`config.mk`:
```
export PLATFORM = sky130hd
export DESIGN_NAME = fir_l3_serializer
export DESIGN_NICKNAME = d
export VERILOG_FILES = /design/src/rtl/fir_l3_serializer.sv
export SDC_FILE = /design/constraint.sdc
export NUM_CORES = 1
export LEC_CHECK = 0
export ABC_AREA = 1
export CAP_MARGIN = 40
export CORE_MARGIN = 4
export CORE_UTILIZATION = 57
export DETAILED_ROUTE_END_ITERATION = 16
export PLACE_DENSITY = 0.79
export SYNTH_ARGS = -nofsm -noshare
export SYNTH_HDL_FRONTEND = slang
export SYNTH_SLANG_ARGS = --single-unit
export TNS_END_PERCENT = 100
```
`constraint.sdc`:
```
create_clock -name clk -period 4.4 [get_ports clk]
set_input_delay 0.66 -clock clk [delete_from_list [all_inputs] [get_ports clk]]
set_output_delay 0.66 -clock clk [all_outputs]
set_load 0.03 [all_outputs]
```
`src/rtl/fir_l3_serializer.sv`:
```
// Buffers 3-sample FIR output blocks in a circular FIFO and emits them one sample per
// transfer on a valid/ready stream, oldest sample (y2) first.
module fir_l3_serializer #(
  parameter int unsigned DATA_WIDTH = 16,
  parameter int unsigned DEPTH      = 4
) (
  input  logic                           clk,
  input  logic                           rst_n,
  input  logic                           blk_valid,
  input  logic [DATA_WIDTH-1:0]          y0,
  input  logic [DATA_WIDTH-1:0]          y1,
  input  logic [DATA_WIDTH-1:0]          y2,
  input  logic                           clear,
  output logic [DATA_WIDTH-1:0]          s_data,
  output logic                           s_valid,
  input  logic                           s_ready,
  output logic [$clog2(DEPTH+1)-1:0]     level,
  output logic                           overflow
);

  localparam int unsigned PtrW = (DEPTH > 1) ? $clog2(DEPTH) : 1;
  localparam int unsigned CntW = $clog2(DEPTH + 1);
  localparam int unsigned BlkW = 3 * DATA_WIDTH;

  logic [BlkW-1:0]       mem_q [DEPTH];
  logic [PtrW-1:0]       wr_ptr_q, wr_ptr_d;
  logic [PtrW-1:0]       rd_ptr_q, rd_ptr_d;
  logic [CntW-1:0]       count_q, count_d;
  logic [1:0]            phase_q, phase_d;
  logic                  overflow_q, overflow_d;

  logic                  full, xfer, pop, push, wr_en;
  logic [BlkW-1:0]       head;
  logic [DATA_WIDTH-1:0] sel;

  always_comb begin
    full  = (count_q == CntW'(DEPTH));
    xfer  = (count_q != '0) && s_ready;
    pop   = xfer && (phase_q == 2'd2);
    // A full buffer still accepts a block when the head leaves in the same cycle.
    push  = blk_valid && (!full || pop);
    wr_en = push && !clear;

    wr_ptr_d   = wr_ptr_q;
    rd_ptr_d   = rd_ptr_q;
    count_d    = count_q;
    phase_d    = phase_q;
    overflow_d = overflow_q;

    if (clear) begin
      wr_ptr_d   = '0;
      rd_ptr_d   = '0;
      count_d    = '0;
      phase_d    = 2'd0;
      overflow_d = 1'b0;
    end else begin
      if (push) wr_ptr_d = wr_ptr_q + 1'b1;
      if (pop)  rd_ptr_d = rd_ptr_q + 1'b1;
      if (push && !pop) begin
        count_d = count_q + 1'b1;
      end else if (pop && !push) begin
        count_d = count_q - 1'b1;
      end
      if (xfer) phase_d = pop ? 2'd0 : phase_q + 2'd1;
      if (blk_valid && !push) overflow_d = 1'b1;
    end
  end

  always_ff @(posedge clk or negedge rst_n) begin
    if (!rst_n) begin
      wr_ptr_q   <= '0;
      rd_ptr_q   <= '0;
      count_q    <= '0;
      phase_q    <= 2'd0;
      overflow_q <= 1'b0;
    end else begin
      wr_ptr_q   <= wr_ptr_d;
      rd_ptr_q   <= rd_ptr_d;
      count_q    <= count_d;
      phase_q    <= phase_d;
      overflow_q <= overflow_d;
    end
  end

  // Block storage carries no reset; occupancy is tracked solely by count_q.
  always_ff @(posedge clk) begin
    if (wr_en) mem_q[wr_ptr_q] <= {y2, y1, y0};
  end

  always_comb begin
    head = mem_q[rd_ptr_q];
    case (phase_q)
      2'd0:    sel = head[3*DATA_WIDTH-1:2*DATA_WIDTH];
      2'd1:    sel = head[2*DATA_WIDTH-1:DATA_WIDTH];
      default: sel = head[DATA_WIDTH-1:0];
    endcase
    s_valid  = (count_q != '0);
    s_data   = s_valid ? sel : '0;
    level    = count_q;
    overflow = overflow_q;
  end

endmodule

```
# [After elaboration in Yosys (flattened, before gate mapping)]
# Memories as Yosys holds them, arrays and structs flattened.
# Cells that the tools add are included.
# Widths: inputs -> output; s select.
[word_totals] regBits=10 ram_bits=192 input_bits=53 output_inout_bits=21 elab_cells=49 n_memories=1
[memory_table] name="mem_q" depth=4 width=48 rd=1 rd_ports_with_merged_regs=0 wr=1 line_no="25" rtl="logic [BlkW-1:0] mem_q [DEPTH];"
[classes] addsub=5 n_eq_ne=3 mux=16 n_reduce_logical=19
[op_table] op="$pmux 16 s2" n=1
[op_table] op="$mux 16" n=1
[op_table] op="$mux 2" n=7
[op_table] op="$mux 3" n=3
[op_table] op="$reduce_bool 2->1" n=4
[op_table] op="$logic_and 1x1->1" n=7
[op_table] op="$add 2x1->2 const B" n=3
[op_table] op="$reduce_bool 3->1" n=2
[op_table] op="$logic_not 1->1" n=4
[op_table] op="$mux 1" n=4
[op_table] op="$add 3x1->3 const B" n=1
[op_table] op="$eq 3x3->1 const B" n=1
[op_table] op="$sub 3x1->3 const B" n=1
[op_table] op="$eq 2x1->1 const B" n=1
[op_table] op="$eq 2x2->1 const B" n=1
[op_table] op="$logic_not 2->1" n=1
[op_table] op="$logic_or 1x1->1" n=1

# [Logic depth before layout (Yosys ltp)]
# Gate-level depths: netlist of run 1.
[logic_depth] ltp_word=10 mapped_depth=13 ltp_nobuf=12

# [Worst setup path after synthesis of run 1]
# OpenSTA, ideal clock, no wires.
[synth_path] path_type="register -> register" from="reg count_q[2], in the netlist level[2]" to="mem mem_q[0][0] in the netlist's numbering, enable pin" arrival_time_ps=3089 t_required_ps=3946 slack_ps=858 path_stages_with_launch=7 n_path_buf=0 synth_period_minus_slack_ps=3542 cell_sequence="dfrtp_1 inv_2 nand2_4 nand3_4 nand3_2 nand3_2 nor2_1"
[synth_between] elab_chain_cells=8 elab_cells_between_ends=10 cone_classes="eq/ne (1); mux (2); reduce/logical (7)"
[synth_rtl] item="start, declared" line_no="28" rtl="logic [CntW-1:0] count_q, count_d;"
[synth_rtl] item="start signal, assigned" line_no="79" rtl="count_q <= count_d;"
[synth_rtl] item="$reduce_bool 3->1" line_no="38" rtl="xfer = (count_q != '0) && s_ready;"
[synth_rtl] item="$logic_and 1x1->1" line_no="38"
[synth_rtl] item="$logic_and 1x1->1" line_no="39" rtl="pop = xfer && (phase_q == 2'd2);"
[synth_rtl] item="$logic_or 1x1->1 (*)" line_no="41" rtl="push = blk_valid && (!full || pop);"
[synth_rtl] item="$logic_and 1x1->1 (*)" line_no="41"
[synth_rtl] item="$logic_and 1x1->1 (*)" line_no="42" rtl="wr_en = push && !clear;"
[synth_rtl] item="$mux 1 (*)" line_no="87" rtl="if (wr_en) mem_q[wr_ptr_q] <= {y2, y1, y0};"
[synth_rtl] item="$mux 1 (not written as such) (*)" line_no="87"
[synth_rtl] item="end, declared" line_no="25"
# Mark *: on every way between the ends. The rest lies on a longest branch, timed or not.

# [Worst setup path in the final report of run 1]
[layout_path] from="reg rd_ptr_q[0]" to="out s_data[14]"
[layout_between] elab_chain_cells=3
[layout_rtl] item="start, declared" line_no="27" rtl="logic [PtrW-1:0] rd_ptr_q, rd_ptr_d;"
[layout_rtl] item="start signal, assigned" line_no="78" rtl="rd_ptr_q <= rd_ptr_d;"
[layout_rtl] item="$mem_v2 4x48"
[layout_rtl] item="$pmux 16 s2" line_no="92" rtl="case (phase_q)"
[layout_rtl] item="$mux 16" line_no="98" rtl="s_data = s_valid ? sel : '0;"
[layout_rtl] item="end, declared" line_no="14" rtl="output logic [DATA_WIDTH-1:0] s_data,"
# No other way between the ends.

==> impl_metrics.py, run 1 <==
metrics = {
    "synthesis": {
        "synth_fa_ha_area_frac": 0.008441,
        "yosys_warnings": 0,
        "synth_fp_nets": 717,
        "synth_cell_types": 32,
        "synth_cells": 659,
        "synth_mux_area_frac": 0,
        "yosysTopAreaCell": "edfxtp_1",
        "syn_avg_cell_area_sq_um": 12.60,
        "synth_xor_area_frac": 0.001055,
        "synth_compound_area_frac": 0.1140,
        "yosys_register_bits": 202,
        "synth.area.top_cells": "edfxtp_1, nand2_1, nor2_1",
        "yosysTopAreaCellShare": 0.6946,
        "synth-simple-area-share": 0.1076,
        "synth_area_sq_um": 8300,
        "yosysSeqAreaShare": 0.7248,
        "synth_top_family_by_area": "compound AO/OA/AOI/OAI gates",
    },
    "floorplanning": {
        "std_cell_rows": 43,
        "die_y_um": 128.7,
        "io_pins": 74,
        "core_sq_um": 14100,
        "start_util": 0.5889,
        "die-area_sq_um": 16560,
        "die_x_um": 128.7,
    },
    "timing": {
        "relSlewSlack": 0.4733,
        "fin_ws_ns": 0.8129,
        "fin_crit_ns": 3.587,
        "setup-tns-final_ns": 0,
        "maxSlewViolCount": 0,
        "finalClockSkew_ns": 0.006828,
        "fmax_mhz": 278.8,
        "setup_viol": 0,
        "hold_ws_ns": 0.5023,
        "layout_worst_path_cycle_share": 0.8153,
        "rsz0062_at_grt": "no",
        "final_hold_viol_count": 0,
        "tightestPinTransition_ns": 0.7889,
    },
    "final_layout": {
        "final_area_sq_um": 9761,
        "synthToLayoutAreaGrowth_pct": 17.59,
        "fill_cells": 979,
        "drive_gt1_frac": 0.08614,
        "antenna_cells": 0,
        "layout.cells.most_common": "edfxtp_1",
        "mostFrequentLayoutCells": "edfxtp_1, nand2_1, nor2_1",
        "final_nets": 787,
    },
    "critical_path": {
        "required_ns": 3.74,
        "critical_path_class": "reg -> out",
        "cp_max_fo": 35,
        "worst_r2r_path_depth": 8,
        "arrival_ns": 2.93,
        "cp-start-kind": "register",
        "setup.worst_path.end_class": "output port",
    },
    "cts": {
        "root_buffer": "clkbuf_16",
        "clock-sinks": 202,
        "clk_path_buf_depth": 3,
        "cts_tree": "done",
        "postCtsSetupRepairBufs": 0,
        "ctsHoldBuffers": 0,
        "clk_latency_ns": 0.48,
        "cts_htree_levels": 1,
        "cts_buffers": 21,
        "post_cts_resized": 0,
        "clkTransAtPathRegs_ns": 0.06,
    },
    "pwr": {
        "peakVddDrop_v": 0.0003835,
        "p_per_area_nw_per_um2": 468.3,
        "p_total_mw": 4.571,
        "leakage_nw": 3.309,
    },
    "global_route": {
        "grt_usage": 0.2109,
        "grt_overflow": 0,
        "grt_pass1_vias": 5379,
        "grt_max_degree": 97,
        "grt_first_pass_wirelength_um": 27310,
        "antenna_found_initial": 0,
    },
    "placed_design": {
        "dpl_cell_area_sq_um": 9104,
        "numPortBuffers": 73,
        "gp_congestion": 0.8340,
        "dp_hpwl_um": 10060,
        "post-place-ws_ns": 1.365,
    },
    "run": {
        "maxCapViolCount": 0,
    },
    "routing": {
        "wl_per_cell_um": 19.06,
        "vias_per_cell": 5.778,
        "drtAntennaViolNets": 0,
        "first_pass_iters": 5,
        "vias": 5333,
        "drc_errors": 0,
        "drt_iter0_markers": 524,
        "routed_wl_um": 17590,
    },
    "run_status": {
        "status": "finished clean",
    },
    "min_path": {
        "hold_path.class": "in -> async",
    },
}
## cells by family (layout without fill, tap and decap cells)
group | count (synthesis) | after routing
adders and majority gates | 5 | 5
AOI/OAI and AO/OA | 182 | 182
DFF | 202 | 202
and+or+nand+nor | 210 | 210
buffers and inverters | 59 | 143
xor gates and xnor gates | 1 | 1
## final cells by class
class                   instances  area [sq um]  share of cell area
clock buffers                  22         529.3             0.05422
repair buffers                 84         825.8             0.08460
multi-input cells             398          1948              0.1996
inverters                      22         87.58            0.008973
clock inverters                15         127.6             0.01308
well taps                     180         225.2             0.02307
flip-flops and latches        202          6017              0.6165
## final timing paths
kind,start,end,slack [ns]
worst max register to register,phase_q[1]$_DFFE_PN0P_,mem_q[3][21]$_DFFE_PP_,1.63
min in group clk,overflow$_DFFE_PN0P_,overflow$_DFFE_PN0P_,0.52
max in group asynchronous,rst_n,rd_ptr_q[0]$_DFFE_PN0P_,3.56
worst max-delay path,rd_ptr_q[0]$_DFFE_PN0P_,s_data[14],0.81
worst min-delay path,rst_n,rd_ptr_q[1]$_DFFE_PN0P_,0.50
worst min register to register,overflow$_DFFE_PN0P_,overflow$_DFFE_PN0P_,0.52
## per-layer routing
layer,GRT usage,routed length (um),vias up
met3,0.04151,1373,38
met5,0,0,-
met2,0.3774,8789,219
met1,0.2607,6962,2590
li1,-,-,2486
met4,0.06177,467,0
## worst max-delay path, stage by stage, from the launching register on
cell and delay, ns:
dfrtp_2 0.44, inv_4 0.28, buf_4 0.40, o21ai_0 0.12, o21ai_0 0.25, o22ai_1 0.11
nor2_1 0.13, clkdlybuf4s50_1 0.70
## stage by stage
| stage | utilization | cells |
|---|---|---|
| after floorplan | - | 659 |
| after global placement | 0.6458 | 886 |
| after detailed placement | 0.6458 | 886 |
| after CTS | 0.6924 | 923 |
| after global routing | 0.6924 | 923 |
| final | 0.6924 | 923 |
## Yosys cell counts, drive strengths merged
master / instances
nor2: 89
or2: 6
buf: 34
inv: 21
nand3: 8
o21ai: 110
o21a: 1
ha: 4
edfxtp: 192
clkbuf: 3
dfrtp: 10
xnor2: 1
nand2: 105
clkinv: 1
nand4: 2
o211ai: 11
a21oi: 59
o22ai: 1
fa: 1
## report_power, final
group	switching (mW)	total [mW]	internal, mW
clock network	0.686	1.68	0.989
logic	0.430	0.669	0.239
registers	0.0354	2.23	2.19
## state kept, by name, summed over array words and instances, names as in the netlist
signal    cells
wr_ptr_q      2
mem_q       192
overflow      1
phase_q       2
level         3
rd_ptr_q      2
Power figures use the tool's default switching activity.
==> inputs of run 2 (changes only) <==
clock period = 3.74 ns   (was 4.4 ns; I/O delays follow)
==> impl_metrics.py, run 2 (synthesized netlist as in run 1, its figures left out) <==
metrics = {
    "timing": {
        "maxSlewViolCount": 0,
        "rsz0062_at_grt": "no",
        "fin_ws_ns": 0.1923,
        "fin_crit_ns": 3.548,
        "finalClockSkew_ns": 0.009285,
        "setup-tns-final_ns": 0,
        "tightestPinTransition_ns": 0.8612,
        "layout_worst_path_cycle_share": 0.9486,
        "final_hold_viol_count": 0,
        "setup_viol": 0,
        "fmax_mhz": 281.9,
        "relSlewSlack": 0.4259,
    },
    "routing": {
        "vias": 5397,
        "wl_per_cell_um": 19.06,
        "vias_per_cell": 5.835,
        "routed_wl_um": 17630,
        "drtAntennaViolNets": 0,
        "first_pass_iters": 7,
        "drc_errors": 0,
        "drt_iter0_markers": 521,
    },
    "floorplanning": {
        "die-area_sq_um": 16560,
        "die_y_um": 128.7,
        "io_pins": 74,
        "start_util": 0.5889,
        "std_cell_rows": 43,
        "core_sq_um": 14100,
        "die_x_um": 128.7,
    },
    "placed_design": {
        "dp_hpwl_um": 10450,
        "numPortBuffers": 73,
        "post-place-ws_ns": 0.7181,
        "dpl_cell_area_sq_um": 9101,
        "gp_congestion": 0.7914,
    },
    "global_route": {
        "antenna_found_initial": 0,
        "grt_first_pass_wirelength_um": 27900,
        "grt_usage": 0.2148,
        "grt_pass1_vias": 5462,
        "grt_max_degree": 65,
        "grt_overflow": 0,
    },
    "cts": {
        "cts_tree": "done",
        "clk_path_buf_depth": 3,
        "cts_htree_levels": 1,
        "postCtsSetupRepairBufs": 0,
        "post_cts_resized": 0,
        "root_buffer": "clkbuf_16",
        "clkTransAtPathRegs_ns": 0.06,
        "clk_latency_ns": 0.49,
        "cts_buffers": 21,
        "ctsHoldBuffers": 0,
        "clock-sinks": 202,
    },
    "final_layout": {
        "synthToLayoutAreaGrowth_pct": 17.61,
        "layout.cells.most_common": "edfxtp_1",
        "largest_register_ffs": 192,
        "final_nets": 788,
        "final_area_sq_um": 9762,
        "largest-register": "mem_q",
        "drive_gt1_frac": 0.1034,
        "fill_cells": 987,
        "antenna_cells": 0,
        "mostFrequentLayoutCells": "edfxtp_1, nand2_1, nor2_1",
    },
    "critical_path": {
        "required_ns": 3.18,
        "cp_common_cell": "o21ai_0",
        "critical_path_class": "reg -> out",
        "worst_r2r_path_depth": 8,
        "cp-start-kind": "register",
        "arrival_ns": 2.99,
        "cp_max_fo": 56,
        "setup.worst_path.end_class": "output port",
        "critPathSlowestCell": "clkdlybuf4s50_1",
        "rrSetupSlack_ns": 1.01,
        "worst-path-buf-inv": 2,
        "slowest_delay_ns": 0.69,
        "path_delay_family": "buffers and inverters",
        "reg2reg_from": "phase_q[1]$_DFFE_PN0P_",
        "worstPathCellList": "inv_4, o21ai_0, o21ai_0, o21ai_1, nor2_1, clkdlybuf4s50_1",
        "worstReg2RegEnd": "mem_q[3][26]$_DFFE_PP_",
    },
    "pwr": {
        "p_per_area_nw_per_um2": 552.5,
        "leakage_nw": 3.344,
        "peakVddDrop_v": 0.0005755,
    },
    "run_status": {
        "status": "finished clean",
    },
    "run": {
        "maxCapViolCount": 0,
    },
    "min_path": {
        "hold_path.class": "in -> async",
    },
}
[run 2: power breakdown]
part	leakage, nW	total (mW)	internal, mW	switching [mW]
clock	0.323	2.00	1.20	0.801
combinational	1.14	0.777	0.270	0.507
sequential	1.88	2.62	2.58	0.0426
[run 2: final cells by class]
cell class	count	area, sq um	area share
Sequential cell	202	6017	0.6164
Timing Repair Buffer	85	823.3	0.08434
Clock inverter	9	95.09	0.009741
Tap cell	180	225.2	0.02307
Inverter	22	87.58	0.008972
Multi-Input combinational cell	398	1948	0.1996
Clock buffer	29	565.5	0.05793
[run 2: metrics by stage]
stage / total power, mW / std cells / util / hold WS, ns
after floorplan: 3.112 / 659 / - / 0.2654
after global placement: 3.429 / 887 / 0.6457 / 0.4750
after detailed placement: 3.448 / 887 / 0.6457 / 0.4804
after CTS: 5.430 / 925 / 0.6925 / 0.4489
after global routing: 5.587 / 925 / 0.6925 / 0.4724
final: 5.393 / 925 / 0.6925 / 0.4562
[run 2: worst max-delay path by stage]
stage,from,to,cells past startpoint
after floorplan,level[2]$_DFFE_PN0P_,mem_q[0][0]$_DFFE_PP_,6
after global placement,rd_ptr_q[0]$_DFFE_PN0P_,s_data[7],6
after detailed placement,rd_ptr_q[0]$_DFFE_PN0P_,s_data[7],6
after CTS,rd_ptr_q[0]$_DFFE_PN0P_,s_data[7],6
after global routing,rd_ptr_q[0]$_DFFE_PN0P_,s_data[7],6
final,rd_ptr_q[0]$_DFFE_PN0P_,s_data[7],6
[run 2: metal layers]
layer  up-vias  track usage  share of wire
li1       2492            -              -
met4         0      0.06300          0.021
met1      2653       0.2770           0.39
met2       216       0.3720           0.51
met3        36      0.04317          0.074
met5         -            0              0
==> inputs of run 3 (changes only) <==
ABC_AREA = 0   (was 1)
CTS_BUF_LIST = sky130_fd_sc_hd__clkbuf_4 sky130_fd_sc_hd__clkbuf_8 sky130_fd_sc_hd__clkbuf_16   (was default)
==> impl_metrics.py, run 3 <==
metrics = {
    "routing": {
        "drtAntennaViolNets": 0,
        "vias_per_cell": 5.890,
        "vias": 4011,
        "drc_errors": 0,
        "routed_wl_um": 15450,
        "first_pass_iters": 4,
        "drt_iter0_markers": 315,
        "wl_per_cell_um": 22.68,
    },
    "pwr": {
        "power_frac_seq": 0.508,
        "comb_power_share": 0.138,
        "peakVddDrop_v": 0.0004223,
        "p_int_mw": 3.982,
        "switchingPower_mw": 1.204,
        "power.share.clock": 0.354,
        "p_per_area_nw_per_um2": 542.3,
        "sw_frac_of_total": 0.2322,
        "leakage_nw": 3.048,
    },
    "timing": {
        "layout_worst_path_cycle_share": 0.9323,
        "relSlewSlack": 0.6195,
        "fmax_mhz": 286.8,
        "rsz0062_at_grt": "no",
        "final_hold_viol_count": 0,
        "maxSlewViolCount": 0,
        "fin_crit_ns": 3.487,
        "setup_viol": 0,
        "setup-tns-final_ns": 0,
        "fin_ws_ns": 0.2533,
        "finalClockSkew_ns": 0.009955,
        "tightestPinTransition_ns": 0.5708,
    },
    "critical_path": {
        "required_ns": 3.18,
        "critical_path.endpoint": "s_data[4]",
        "setup.worst_path.end_class": "output port",
        "worst-path-buf-inv": 2,
        "path_delay_family": "buffers and inverters",
        "critical_path_class": "reg -> out",
        "cp-start-kind": "register",
        "startpoint": "rd_ptr_q[1]$_DFFE_PN0P_",
        "worstPathCellList": "buf_4, mux4_2, o22ai_1, nor3_1, clkdlybuf4s50_1",
        "cp.depth": 5,
        "cp_max_fo": 20,
        "worstReg2RegEnd": "mem_q[1][27]$_DFFE_PP_",
        "critPathSlowestCell": "clkdlybuf4s50_1",
        "slowest_delay_ns": 0.62,
        "worst_r2r_path_depth": 6,
        "arrival_ns": 2.93,
        "rrSetupSlack_ns": 0.81,
        "reg2reg_from": "phase_q[0]$_DFFE_PN0P_",
    },
    "final_layout": {
        "largest-register": "mem_q",
        "drive_gt1_frac": 0.1856,
        "regArea_sq_um": 6017,
        "layout.cells.most_common": "edfxtp_1",
        "synthToLayoutAreaGrowth_pct": 18.74,
        "final_nets": 551,
        "multiInputGateArea_sq_um": 1832,
        "fill_cells": 885,
        "mostFrequentLayoutCells": "edfxtp_1, clkdlybuf4s50_1, mux4_2",
        "antenna_cells": 0,
        "largest_register_ffs": 192,
    },
    "synthesis": {
        "synth_area_sq_um": 8054,
        "synth_fp_nets": 464,
        "yosysSeqAreaShare": 0.7469,
        "yosysTopAreaCellShare": 0.7159,
        "syn_avg_cell_area_sq_um": 19.84,
        "synth_cells": 406,
        "yosys_register_bits": 202,
        "ys_async_sr_fraction": 0.04950,
        "yosys_warnings": 0,
        "ys_top_cells_by_count": "edfxtp_1, mux4_2, nor3_1, nor2b_1, o22ai_1",
        "synth_edf_count": 192,
        "synth.area.top_cells": "edfxtp_1, mux4_2, dfrtp_1",
        "synth_flop_cell": "edfxtp_1",
        "synth_cell_types": 41,
        "synth_most_common_cell": "edfxtp_1",
        "yosysTopAreaCell": "edfxtp_1",
    },
    "floorplanning": {
        "start_util": 0.5802,
        "die-area_sq_um": 16100,
        "io_pins": 74,
        "die_y_um": 126.9,
        "die_x_um": 126.9,
        "core_sq_um": 13880,
        "std_cell_rows": 43,
    },
    "global_route": {
        "grt_overflow": 0,
        "grt_pass1_vias": 4418,
        "grt_first_pass_wirelength_um": 24550,
        "antenna_found_initial": 0,
        "grt_max_degree": 31,
        "grt_usage": 0.1999,
    },
    "placed_design": {
        "post-place-ws_ns": 0.6661,
        "gp_congestion": 0.7299,
        "numPortBuffers": 73,
        "dp_hpwl_um": 9365,
    },
    "min_path": {
        "hold_path.class": "in -> async",
    },
    "run": {
        "maxCapViolCount": 0,
    },
    "cts": {
        "cts_buffers": 20,
        "clkTransAtPathRegs_ns": 0.06,
        "clock-sinks": 202,
        "postCtsSetupRepairBufs": 0,
        "root_buffer": "clkbuf_16",
        "post_cts_resized": 0,
        "ctsHoldBuffers": 0,
        "cts_htree_levels": 1,
        "clk_path_buf_depth": 3,
        "cts_tree": "done",
        "clk_latency_ns": 0.48,
    },
    "run_status": {
        "status": "finished clean",
    },
}
## run 3: how the worst min path moves through the flow
stage,depth (start not counted),slack (ns),startpoint,endpoint
floorplan,0,0.27,rst_n,level[0]$_DFFE_PN0P_
global placement,2,0.48,overflow$_DFFE_PN0P_,overflow$_DFFE_PN0P_
detailed placement,2,0.50,overflow$_DFFE_PN0P_,overflow$_DFFE_PN0P_
CTS,1,0.44,rst_n,overflow$_DFFE_PN0P_
global route,1,0.46,rst_n,overflow$_DFFE_PN0P_
finish,1,0.42,rst_n,overflow$_DFFE_PN0P_
## run 3: through the flow
stage / cells / total power [mW] / area (sq um) / hold WS (ns) / utilization
CTS: 681 / 5.230 / 9563 / 0.4388 / 0.6889
floorplan: 406 / 3.082 / 8054 / 0.2654 / -
detailed placement: 651 / 3.397 / 8969 / 0.4961 / 0.6461
global route: 681 / 5.386 / 9563 / 0.4574 / 0.6889
global placement: 651 / 3.376 / 8969 / 0.4824 / 0.6461
finish: 681 / 5.186 / 9563 / 0.4215 / 0.6889
## run 3: logic make-up after synthesis
group / share of synthesized area
flip-flops: 0.7469
AND/OR/NAND/NOR: 0.05391
multiplexers: 0.1336
AO/OA/AOI/OAI: 0.02517
buffers and inverters: 0.02625
XOR/XNOR: 0.005437
adder cells (fa/ha/maj): 0.008700
## run 3: worst reg2reg max path: cells and delay by family (launching register included)
family / cells / cell delay, ns
AND/OR/NAND/NOR: 3 / 1.26
buffers and inverters: 2 / 0.66
flip-flops: 1 / 0.52
AO/OA/AOI/OAI: 1 / 0.16
## run 3: cell type report
| class | count | area share |
|---|---|---|
| sequential | 202 | 0.6292 |
| multi-input combinational | 175 | 0.1915 |
| timing repair buffer | 89 | 0.09159 |
| clock buffer | 23 | 0.05652 |
| tap | 180 | 0.02355 |
| clock inverter | 7 | 0.005626 |
| inverter | 5 | 0.001963 |
## run 3: metal layers
layer  GRT usage  vias to the layer above  routed length, um
met1      0.2743                     2028               6143
li1            -                     1807                  -
met2      0.3328                      149               7972
met3     0.03663                       27                995
met4     0.05994                        0                336
met5           0                        -                  0
## run 3: power by group through the flow
stage	clock, mW	combinational, mW	sequential [mW]
6_report	1.83	0.717	2.63
5_1_grt	1.98	0.769	2.64
4_1_cts	1.87	0.725	2.63
3_5_place_dp	0	0.718	2.68
3_3_place_gp	0	0.704	2.67
2_1_floorplan	0	0.409	2.67
